## src/rtl/ex_mem_pkg.sv

```systemverilog
// ex_mem_pkg -- shared pipeline definitions for the EX/MEM stage register.
// Holds the common utility macros (enable levels and bus ranges) used by
// the pipeline files, the stage-register mode encoding and the mode
// decoder. No ports; compiled ahead of every file that imports it.

`ifndef UTILITY_V
`define UTILITY_V
`define ENABLE          1'b1
`define DISABLE         1'b0
`define REGS_ADDR_BUS   4:0
`define REGS_DATA_BUS   31:0
`define DOUBLE_REGS_BUS 63:0
`define CYCLE_COUNT_BUS 1:0
`endif

package ex_mem_pkg;

  localparam int          REGS_ADDR_W_DEF = 5;
  localparam int          REGS_DATA_W_DEF = 32;
  localparam int          BUBBLE_CNT_W    = 32;
  localparam logic [31:0] BUBBLE_MAX      = 32'hFFFF_FFFF;

  // Per-edge behaviour of the EX/MEM register.
  typedef enum logic [1:0] {
    MODE_ADVANCE = 2'd0,
    MODE_HOLD    = 2'd1,
    MODE_BUBBLE  = 2'd2,
    MODE_FLUSH   = 2'd3
  } ex_mem_mode_e;

  // Priority: flush, then bubble (EX stalled, MEM free), then hold.
  // EX running with MEM stalled cannot occur upstream and falls to ADVANCE.
  function automatic ex_mem_mode_e decode_mode(input logic flush,
                                               input logic stall_current,
                                               input logic stall_next);
    if (flush)                            return MODE_FLUSH;
    else if (stall_current && !stall_next) return MODE_BUBBLE;
    else if (stall_current)                return MODE_HOLD;
    else                                   return MODE_ADVANCE;
  endfunction

endpackage

```

## src/rtl/ex_mem_stage_reg.sv

```systemverilog
// stage_reg -- width-parameterised pipeline flop group.
// Ports:
//   clock, reset : rising-edge clock, asynchronous active-high reset
//   hold         : keep the current value
//   clear        : load zero (wins over hold)
//   d / q        : W-bit data in / registered data out

module stage_reg #(
  parameter int W = 1
) (
  input  logic         clock,
  input  logic         reset,
  input  logic         hold,
  input  logic         clear,
  input  logic [W-1:0] d,
  output logic [W-1:0] q
);

  always_ff @(posedge clock or posedge reset) begin
    if (reset)      q <= '0;
    else if (clear) q <= '0;
    else if (!hold) q <= d;
  end

endmodule

```

## src/rtl/ex_mem.sv

```systemverilog
// ex_mem -- EX/MEM pipeline register with flush, bubble and hold handling.
// Ports:
//   clock, reset            : rising-edge clock, async active-high reset
//   stall_current/next      : EX / MEM stage stall requests
//   flush                   : discard the in-flight instruction
//   ex_write_*              : GPR writeback request from EX
//   ex_hilo_write_enable,
//   ex_hi, ex_lo            : HI/LO writeback request from EX
//   ex_hilo_temp,
//   ex_cycle_count          : madd/msub partial state from EX
//   write_*, hilo_*, hi, lo : registered copies towards MEM
//   hilo_temp, cycle_count  : registered partial state fed back to EX
//   bubble_count            : saturating count of bubbles sent to MEM

module ex_mem
  import ex_mem_pkg::*;
#(
  parameter int REGS_ADDR_W = REGS_ADDR_W_DEF,
  parameter int REGS_DATA_W = REGS_DATA_W_DEF
) (
  input  logic                    clock,
  input  logic                    reset,
  input  logic                    stall_current,
  input  logic                    stall_next,
  input  logic                    flush,
  input  logic                    ex_write_enable,
  input  logic [REGS_ADDR_W-1:0]  ex_write_addr,
  input  logic [REGS_DATA_W-1:0]  ex_write_data,
  input  logic                    ex_hilo_write_enable,
  input  logic [31:0]             ex_hi,
  input  logic [31:0]             ex_lo,
  input  logic [`DOUBLE_REGS_BUS] ex_hilo_temp,
  input  logic [`CYCLE_COUNT_BUS] ex_cycle_count,
  output logic                    write_enable,
  output logic [REGS_ADDR_W-1:0]  write_addr,
  output logic [REGS_DATA_W-1:0]  write_data,
  output logic                    hilo_write_enable,
  output logic [31:0]             hi,
  output logic [31:0]             lo,
  output logic [`DOUBLE_REGS_BUS] hilo_temp,
  output logic [`CYCLE_COUNT_BUS] cycle_count,
  output logic [BUBBLE_CNT_W-1:0] bubble_count
);

  localparam int GPR_W  = 1 + REGS_ADDR_W + REGS_DATA_W;
  localparam int HILO_W = 1 + 32 + 32;
  localparam int MC_W   = 64 + 2;

  ex_mem_mode_e mode;
  logic         hold_all;
  logic         mem_clear;
  logic         fb_clear;

  logic [GPR_W-1:0]  gpr_d,  gpr_q;
  logic [HILO_W-1:0] hilo_d, hilo_q;
  logic [MC_W-1:0]   mc_d,   mc_q;

  assign mode     = decode_mode(flush, stall_current, stall_next);
  assign hold_all = (mode == MODE_HOLD);
  // MEM-facing fields go to zero on a flush or when a bubble is injected.
  assign mem_clear = (mode == MODE_FLUSH) || (mode == MODE_BUBBLE);
  // The multicycle partial state only survives while EX is stalled on it.
  assign fb_clear  = (mode == MODE_FLUSH) || (mode == MODE_ADVANCE);

  assign gpr_d  = {ex_write_enable, ex_write_addr, ex_write_data};
  assign hilo_d = {ex_hilo_write_enable, ex_hi, ex_lo};
  assign mc_d   = {ex_hilo_temp, ex_cycle_count};

  stage_reg #(.W(GPR_W)) u_gpr (
    .clock (clock),
    .reset (reset),
    .hold  (hold_all),
    .clear (mem_clear),
    .d     (gpr_d),
    .q     (gpr_q)
  );

  stage_reg #(.W(HILO_W)) u_hilo (
    .clock (clock),
    .reset (reset),
    .hold  (hold_all),
    .clear (mem_clear),
    .d     (hilo_d),
    .q     (hilo_q)
  );

  stage_reg #(.W(MC_W)) u_mc (
    .clock (clock),
    .reset (reset),
    .hold  (hold_all),
    .clear (fb_clear),
    .d     (mc_d),
    .q     (mc_q)
  );

  assign {write_enable, write_addr, write_data} = gpr_q;
  assign {hilo_write_enable, hi, lo}            = hilo_q;
  assign {hilo_temp, cycle_count}               = mc_q;

  // Flush outranks bubble in the mode decode, so a flushed edge never counts.
  always_ff @(posedge clock or posedge reset) begin
    if (reset)
      bubble_count <= '0;
    else if (mode == MODE_BUBBLE && bubble_count != BUBBLE_MAX)
      bubble_count <= bubble_count + 32'd1;
  end

endmodule

```

## config.mk

```make
export PLATFORM = sky130hd
export DESIGN_NAME = ex_mem
export DESIGN_NICKNAME = d
export VERILOG_FILES = /design/src/rtl/ex_mem_pkg.sv /design/src/rtl/ex_mem_stage_reg.sv /design/src/rtl/ex_mem.sv
export SDC_FILE = /design/constraint.sdc
export NUM_CORES = 1
export LEC_CHECK = 0
export ABC_AREA = 1
export BUFFER_PORTS_ARGS = -buffer_cell sky130_fd_sc_hd__buf_2
export CAP_MARGIN = 20
export CELL_PAD_IN_SITES_DETAIL_PLACEMENT = 0
export CELL_PAD_IN_SITES_GLOBAL_PLACEMENT = 2
export CORE_ASPECT_RATIO = 0.9
export CORE_MARGIN = 2
export CORE_UTILIZATION = 24
export DETAILED_ROUTE_END_ITERATION = 16
export GPL_ROUTABILITY_DRIVEN = 1
export PLACE_DENSITY = 0.75
export SYNTH_ARGS = -nofsm -noshare
export SYNTH_HDL_FRONTEND = slang
export SYNTH_SLANG_ARGS = --single-unit
```

## constraint.sdc

```tcl
create_clock -name clock -period 5.75 [get_ports clock]
set_input_delay 0.575 -clock clock [delete_from_list [all_inputs] [get_ports clock]]
set_output_delay 0.575 -clock clock [all_outputs]
set_load 0.02 [all_outputs]
```

**After elaboration in Yosys (flattened, before gate mapping)**

Cells that the tools add are included.

- Bits in latches: 0
- Memories: 0
- Bits in writable memories: 0
- Bits in read-only memories: 0
- Flip-flop bits (word level): 201
- Input port bits: 174
- Logic and storage cells: 26

- Equality and inequality tests: 6
- Div/mod/pow operators: 0
- Reduce and logical (&&, ||, !) cells: 6
- Shift-type cells: 0
- $add $sub $neg: 1
- $lt $le $gt $ge: 0
- Bitwise gates (word level): 0
- Multipliers: 0
- Multiplexer cells: 9

Operators with widths:

| operator | count |
|---|---|
| 66-bit two-way mux | 2 |
| 65-bit two-way mux | 2 |
| 38-bit two-way mux | 2 |
| 32-bit by 1-bit adder with 32-bit output, second input constant | 1 |
| 32-bit != test, second input constant | 1 |
| 2-bit equality test, second input constant | 2 |
| 2-bit two-way mux | 2 |
| 2-bit != test, second input constant | 2 |
| 2-bit by 1-bit equality test with 1-bit output, second input constant | 1 |
| 1-bit logical AND | 2 |
| 2-bit zero test | 1 |
| 1-bit logical OR | 2 |
| 1-bit zero test | 1 |
| 1-bit two-way mux | 1 |

**Longest topological paths before layout**

Gate-level depths: netlist of the first run.

- Word-level depth: 7
- Depth in mapped cells: 10
- Mapped depth without buffers: 10

**Hierarchy**

From an unflattened synthesis of the first run, not the netlist that was laid out.

- Cell total of the unflattened synthesis: 1,101
- Area total of the unflattened synthesis: 8,977.4 sq um

By module, submodules not included:

| module | area an instance (sq um) | cells an instance | times used |
|---|---|---|---|
| stage_reg (u_mc) | 2,620.0 | 288 | 1 |
| stage_reg (u_hilo) | 2,592.5 | 284 | 1 |
| ex_mem | 2,243.4 | 362 | 1 |
| stage_reg (u_gpr) | 1,521.5 | 167 | 1 |

**Least setup slack after synthesis of the first run**

Ideal clock, no wire load.

- Path type: register to register
- From: register bubble_count[0]
- To: register bubble_count[17]
- Library setup time: 0.117 ns
- Clock period less this slack: 1.720 ns
- Stages on the path, launching flop included: 10
- Buffers on the path: 1
- Arrival time: 1.604 ns
- Required time: 5.633 ns
- Slack: 4.030 ns
- Cells stage by stage: dfrtp_1 > ha_1 > inv_2 > nor2_4 > nand2_2 > nor2_2 > a21oi_2 > buf_6 > nand2_1 > nand2_1

- Longest elaborated chain between the ends: 2
- Elaborated cells between the ends (all ways): 3
- Classes of those cells: add/sub (1); eq/ne (1); reduce/logical (1)

RTL lines:

| item | RTL line | source |
|---|---|---|
| from (decl) | ex_mem.sv:42 | `output logic [BUBBLE_CNT_W-1:0] bubble_count` |
| from (signal assigned) | ex_mem.sv:105 | `bubble_count <= bubble_count + 32'd1;` |
| branches (longest 2 deep; another with 32-bit by 1-bit adder with 32-bit output) | -- |  |

Parallel ways; which one is timed is not known.
A chain may end at the register's enable or synchronous reset.

**Final worst setup path of the first run**

- From: input stall_next
- To: register bubble_count[9]

- Longest elaborated chain between the ends: 6

RTL lines:

| item | RTL line | source |
|---|---|---|
| from (decl) | ex_mem.sv:24 | `input logic stall_next,` |
| 1-bit zero test | ex_mem_pkg.sv:37 | `else if (stall_current && !stall_next) return MODE_BUBBLE;` |
| 1-bit logical AND | ex_mem_pkg.sv:37 |  |
| 2-bit two-way mux | ex_mem_pkg.sv:37 |  |
| 2-bit two-way mux | ex_mem_pkg.sv:36 | `if (flush) return MODE_FLUSH;` |
| 2-bit equality test | ex_mem.sv:104 | `else if (mode == MODE_BUBBLE && bubble_count != BUBBLE_MAX)` |
| 1-bit logical AND | ex_mem.sv:104 |  |

Every way passes these cells.

==> metrics.txt, run 1 <==
area grow syn2layout=35.9%; total overflow reported by the global router=0; top post-synthesis cells by area=dfrtp_1, nand2_1, nand3_1, o21ai_0, inv_1; DRT Pass-1 Iters=7; htree depth=1; FF-to-FF End=bubble_count[9]; status=completed; Initial Util=24.2%; post_cts resized=0; critical path endpoint category=flop; Crit Reg-Reg Startpoint=bubble_count[0]; fin crit share=40.8%; placed cell count=1,899; Hold/Removal Path Class=in2async; DP HPWL=21,900 um; Nets=1,619; Worst-Skew Late Latency=0.55 ns; TNS Setup=0 ns; Worst Setup Start Kind=input pin; Lkg Pwr=6.90 nW; fin area=12,100 um^2; Slew headroom=38.6%; top routing layer in use=met5; Synth area leader=dfrtp_1; crit-path cells=buf_4 > nor3_4 > buf_4 > inv_2 > a21oi_2 > buf_4 > nand2_1 > nand2_1; first-pass GRT wire length=49,200 um; Reg2Reg Depth=9; worst path bufs/invs=4; initial detailed-routing violation count=477; Post-Syn Area=8940 um^2; Core Footprint=37,000 um^2; Mapped Cells=1,093; Crit-path slowest cell=buf_4; syn nets=1,268; Avg Inst Size Synth=8.18 um^2; Routed wire per std cell=16.1 um; FF+latch count, synth=201; Non-Filler Instances=1,949; # rows=67; Pins Over Slew Limit=0; RSZ-0062 raised after global routing=no; CP Class=in2reg; Port Buf Inserts=374; pin count of the biggest net entering global routing=83; fin crit period=2.34 ns; antenna violations before repair=9; Max rail drop VDD=0.000174 V; CP arrival=2.82 ns; die area=38,800 um^2; Vias=8,387; library cells used by synthesis=21; internal reg-to-reg setup slack=3.59 ns; Worst path max stage delay=0.60 ns; CTS Root Cell=clkbuf_16; Post-CTS Setup Inserts=0; RD Place Congestion=0.758; sequential cell area fraction in the yosys report=56.3%; Routed Antenna Nets=0; Post-route DRC=0; IO Count=375; Hold Fails Final Rpt=0; pwr/cell area=300 nW/um^2; critical path's top delay family=buffers and inverters; CTS tree=done; vias per std cell=4.30; Post-Route WL=31,400 um; placed instance area=11,200 um^2; met2 routed WL=14,200 um; Synth warnings=0; total track usage=15.8%; f_max=0.427 GHz; vias in the first global route=8,422; CP required=6.22 ns; final setup fails=0; total of max-cap violations=0; Die Span Y=187 um; Met1 Wirelength=13,600 um; top-area cell type share of the netlist area=56.3%; clock buffer depth=3; Routed met3 length=2730 um; die extent in x=207 um; Slew @ Worst Pin=0.922 ns; Hold Buf Count CTS=0; share of layout cells above drive strength 1=30.1%; total CTS buffers=25; CTS clock-pin slew for the worst setup and hold paths=0.06 ns; most used cell, CP=buf_4; Worst Path Max Fanout=68; clk_skew=0.0225 ns; CTS Sinks=201
metrics by stage:
stage	setup slack (ns)	power, mW	utilization [%]	hold WS (ns)
after CTS	3.33	3.72	32.8	0.0722
after global routing	3.17	3.82	32.9	0.0900
after detailed placement	2.75	1.94	30.3	0.488
final	3.41	3.65	32.9	0.0693
after global placement	2.80	1.94	30.3	0.485
after floorplan	2.57	1.76	-	0.618
worst max path at each step:
| stage | depth (start not counted) | slack, ns | startpoint | endpoint |
|---|---|---|---|---|
| CTS | 8 | 3.33 | stall_next | bubble_count[3] |
| detailed placement | 8 | 2.75 | stall_next | bubble_count[2] |
| global route | 8 | 3.17 | stall_next | bubble_count[22] |
| floorplan | 1 | 2.57 | reset | bubble_count[0] |
| global placement | 8 | 2.80 | stall_next | bubble_count[25] |
| finish | 8 | 3.41 | stall_next | bubble_count[9] |
placed cells by master, fill, tap and decap left out, types with 2 or more instances in the layout:
| master | synthesis | layout |
|---|---|---|
| dfrtp_1 | 201 | 201 |
| nor2_4 | 1 | 2 |
| clkbuf_8 | 0 | 5 |
| clkinvlp_4 | 0 | 2 |
| clkbuf_1 | 30 | 4 |
| xor2_1 | 9 | 9 |
| nor2_2 | 3 | 3 |
| o21ai_0 | 104 | 104 |
| clkinv_2 | 0 | 5 |
| nand3_1 | 186 | 186 |
| diode_2 | 0 | 3 |
| nand2_1 | 330 | 330 |
| bufinv_16 | 0 | 5 |
| inv_1 | 130 | 129 |
| buf_2 | 21 | 373 |
| nor2_1 | 53 | 52 |
| nand2_2 | 3 | 3 |
| inv_2 | 2 | 2 |
| clkbuf_16 | 0 | 25 |
| buf_4 | 0 | 11 |
| xnor2_1 | 5 | 5 |
cell families (layout without fill, tap and decap cells):
| group | Yosys count | in the layout | synth area share, % |
|---|---|---|---|
| XOR/XNOR | 14 | 14 | 1.37 |
| other | 0 | 3 | 0 |
| flip-flops | 201 | 201 | 56.3 |
| adder cells (fa/ha/maj) | 1 | 1 | 0.140 |
| buffers and inverters | 193 | 563 | 8.91 |
| AND/OR/NAND/NOR | 579 | 579 | 27.4 |
| AO/OA/AOI/OAI | 105 | 105 | 5.92 |
power by group:
part           switching (mW)  total, mW  leakage [nW]  internal, mW
registers              0.0453       1.52          2.72          1.47
logic                   0.261      0.386          3.73         0.124
clock network           0.652       1.74         0.449          1.09
total                   0.959       3.65          6.90          2.69
area by class of cell:
cell class / instances / area, um^2
inverter: 132 / 499
tap: 483 / 604
clock inverter: 12 / 203
timing repair buffer: 385 / 1980
antenna: 3 / 7.51
fill: 4045 / 24800
multi-input combinational: 699 / 3120
sequential: 201 / 5030
clock buffer: 34 / 709
worst register-to-register path: stages (launching register included):
cell and delay (ns):
dfrtp_1 0.44, ha_1 0.30, inv_2 0.10, nor2_4 0.07, nand2_2 0.10, nor2_2 0.06, a21oi_2 0.53, buf_4 0.35
nand2_1 0.09, nand2_1 0.05
metal layers:
metal | global-route usage (%) | vias up
met5 | 0 | -
met4 | 4.75 | 12
met3 | 5.89 | 53
met2 | 24.7 | 259
met1 | 20.4 | 3932
li1 | - | 4131
registers in the layout (all words and copies together), names as in the netlist:
| signal | flops |
|---|---|
| u_gpr.q | 38 |
| u_hilo.q | 65 |
| u_mc.q | 66 |
| bubble_count | 32 |
synthesized netlist by cell type:
master      n
nand4_1     1
buf_1       4
inv_1     130
o21ai_0   104
ha_1        1
clkbuf_1   30
nor2_2      3
xnor2_1     5
nor2_4      1
inv_2       2
xor2_1      9
nand3_1   186
or2_2       1
nor2_1     53
buf_6       6
nand2_1   330
nand2_2     3
dfrtp_1   201
a21oi_2     1
nor3_4      1
buf_2      21
(Power assumes the default switching activity.)
==> inputs of run 2 (changes only) <==
ABC_AREA = 0   (was 1)
CORE_UTILIZATION = 26   (was 24)
clock period = 2.07 ns   (was 5.75 ns; I/O delays follow)
==> run 2 against run 1 <==
Against the previous run:
- non-clock buffer count increased by 211
- critical endpoint is now bubble_count[1]
- critical path depth decreased by 2
- highest routed layer is now met4
- combinational power increased to 3.8 times the previous value
- critical path type is now reg2reg
- clock power increased by 140%
- routed wire length decreased by 22%
- global-route usage decreased by 0.31 points
==> metrics.txt, run 2 <==
clk_skew=0.00832 ns (-0.0142 ns); Avg Inst Size Synth=14.3 um^2 (+74%); total overflow reported by the global router=0 (unchanged); htree depth=1 (unchanged); Hold Fails Final Rpt=0 (unchanged); DRT Pass-1 Iters=4 (-3); Mapped Cells=524 (-52%); worst path bufs/invs=0 (-4); CP required=2.46 ns (-3.76 ns); CTS tree=done; CP Class=reg2reg; Nets=1,279 (-21%); fin crit period=2.03 ns; Core Footprint=28,100 um^2 (-24%); top post-synthesis cells by area=dfrtp_1, a22o_1, xnor2_1, clkbuf_1, xor2_1; ys async rst share=100% (unchanged); critical hold path startpoint=stall_current; Post-route DRC=0 (unchanged); library cells used by synthesis=37 (+76%); Worst Path Max Fanout=4 (-94%); area grow syn2layout=69.0%; IO Count=375 (unchanged); total of max-cap violations=0 (unchanged); Synth Flop Type=dfrtp_1; Slew @ Worst Pin=0.623 ns (-0.299 ns); total track usage=15.5% (-0.31 points); initial detailed-routing violation count=271 (-43%); commonest non-fill, non-tap cells in the layout=buf_2, dfrtp_1, dlygate4sd3_1; Post-Route WL=24,500 um (-22%); vias in the first global route=7,102 (-16%); Min Hold Slack=0.144 ns (+0.0748 ns); status=completed; syn nets=699 (-45%); die extent in x=183 um (-12%); final worst slack=0.0411 ns (-3.36 ns); Synth warnings=0 (unchanged); Initial Util=26.6% (+2.4 points); Post-Syn Area=7470 um^2 (-16%); pwr/cell area=778 nW/um^2 (+160%); # rows=58 (-13%); Pins Over Slew Limit=0 (unchanged); Slew headroom=58.5% (+20 points); Worst Setup Start Kind=flop; internal reg-to-reg setup slack=0.04 ns (-3.55 ns); max FFs per register=66 (unchanged); Fillers=2,563 (-37%); CTS clock-pin slew for the worst setup and hold paths=0.06 ns (about the same); Top Registers=u_mc.q: 66 flops, u_hilo.q: 65 flops, u_gpr.q: 38 flops; Non-Filler Instances=1,479 (-24%); Hold/Removal Path Class=in2reg; vias per std cell=4.57 (+6.2%); Synth area leader=dfrtp_1; Lkg Pwr=6.72 nW (-2.6%); Die Span Y=165 um (-12%); top-area cell type share of the netlist area=67.3% (+11 points); fin crit share=98.0%; share of layout cells above drive strength 1=42.8% (+13 points); RSZ-0062 raised after global routing=yes; Hold Path Depth=3; CTS Root Cell=clkbuf_16; top-count cell post-synth=dfrtp_1; FF-to-FF End=bubble_count[1]; fin area=12,600 um^2 (+3.9%); WHS Endpoint=u_hilo.q[62]; critical path's top delay family=simple AND/OR/NAND/NOR gates; Crit-path slowest cell=or4_4; CTS Sinks=201 (unchanged); Commonest cells post-synth=dfrtp_1, a22o_1, clkbuf_1; CP arrival=2.41 ns (-0.41 ns); Worst path max stage delay=0.57 ns (-0.03 ns); commonest non-fill, non-tap cell in the layout=buf_2; final setup fails=0 (unchanged); Antenna Cells=0 (-3); DP HPWL=16,400 um (-25%); Post-synth EDFFs=0 (unchanged); crit-path cells=ha_2 > nand3_2 > or3_4 > or4_4 > nand2_4 > mux2_4; Vias=6,758 (-19%); pin count of the biggest net entering global routing=67 (-19%); placed instance area=10,100 um^2 (-9.7%); total CTS buffers=23 (-8.0%); FF+latch count, synth=201 (unchanged); Max rail drop VDD=0.000482 V (+180%); Post-Place Setup Slack=-0.0157 ns (-2.77 ns); Routed Antenna Nets=0 (unchanged); clock buffer depth=3 (unchanged); Port Buf Inserts=374 (unchanged); Worst-Skew Late Latency=0.51 ns (-0.04 ns); first-pass GRT wire length=37,700 um (-23%); Largest Register=u_mc.q; critical path endpoint category=flop; f_max=0.493 GHz; sequential cell area fraction in the yosys report=67.3% (+11 points); die area=30,100 um^2 (-22%); Routed wire per std cell=16.6 um (+3.0%); RD Place Congestion=0.756 (-0.25%); placed cell count=1,268 (-33%); Reg2Reg Depth=6 (-3); TNS Setup=0 ns (unchanged); antenna violations before repair=0 (-9); Crit Reg-Reg Startpoint=bubble_count[0]
==> run 2: final cells by class <==
class / count / area, um^2 / share of cell area, %
clock buffers: 33 / 683 / 5.41
clock inverters: 7 / 91.3 / 0.723
inverters: 3 / 15.0 / 0.119
multi-input cells: 279 / 2310 / 18.3
flip-flops and latches: 201 / 5030 / 39.8
well taps: 360 / 450 / 3.57
repair buffers: 596 / 4040 / 32.0
==> run 2: worst max path at each step <==
stage | slack [ns] | cells past startpoint | end | start
2_1_floorplan | -0.74 | 1 | bubble_count[0] | reset
3_3_place_gp | 0.02 | 6 | bubble_count[1] | bubble_count[0]
3_5_place_dp | -0.02 | 6 | bubble_count[1] | bubble_count[0]
4_1_cts | 0.01 | 6 | bubble_count[1] | bubble_count[0]
5_1_grt | -0.04 | 6 | bubble_count[1] | bubble_count[0]
6_report | 0.04 | 6 | bubble_count[1] | bubble_count[0]
==> run 2: cells by family after synthesis <==
logic type,synth area share [%]
DFF,67.3
muxes,0.285
and+or+nand+nor,5.54
xor gates and xnor gates,3.52
buffers and inverters,2.33
AOI/OAI and AO/OA,20.8
adders and majority gates,0.167
==> run 2: what timing repair did <==
item                                    in CTS  in global routing
hold endpoints to repair                   182                  0
endpoints found under the setup margin       1                  5
hold buffers                               170                  0
buffers inserted                             1                  0
cloned                                       0                  0
gates resized for setup                      3                  3
pin swaps                                    3                  5
==> run 2: metal layers <==
metal | track usage, % | up-vias | share of wire (%)
met5 | 0 | - | 0
met2 | 27.0 | 258 | 49
met3 | 4.15 | 43 | 6.9
li1 | - | 3167 | -
met4 | 4.80 | 0 | 3.0
met1 | 18.9 | 3290 | 42
==> run 2: metrics by stage <==
| step | utilization [%] | power (mW) |
|---|---|---|
| 2_1_floorplan | - | 4.86 |
| 3_3_place_gp | 36.0 | 5.47 |
| 3_5_place_dp | 36.0 | 5.47 |
| 4_1_cts | 44.9 | 9.97 |
| 5_1_grt | 45.0 | 10.2 |
| 6_report | 45.0 | 9.82 |
==> run 2: worst reg2reg max path, stage by stage, from the launching register on <==
cell,delay (ns)
dfrtp_1,0.35
ha_2,0.19
nand3_2,0.08
or3_4,0.34
or4_4,0.57
nand2_4,0.09
mux2_4,0.30
==> run 2: where the power goes <==
part / total, mW / internal (mW) / switching, mW
combinational: 1.46 / 0.714 / 0.747
sequential: 4.21 / 4.11 / 0.103
clock: 4.14 / 2.53 / 1.61
total: 9.82 / 7.36 / 2.46
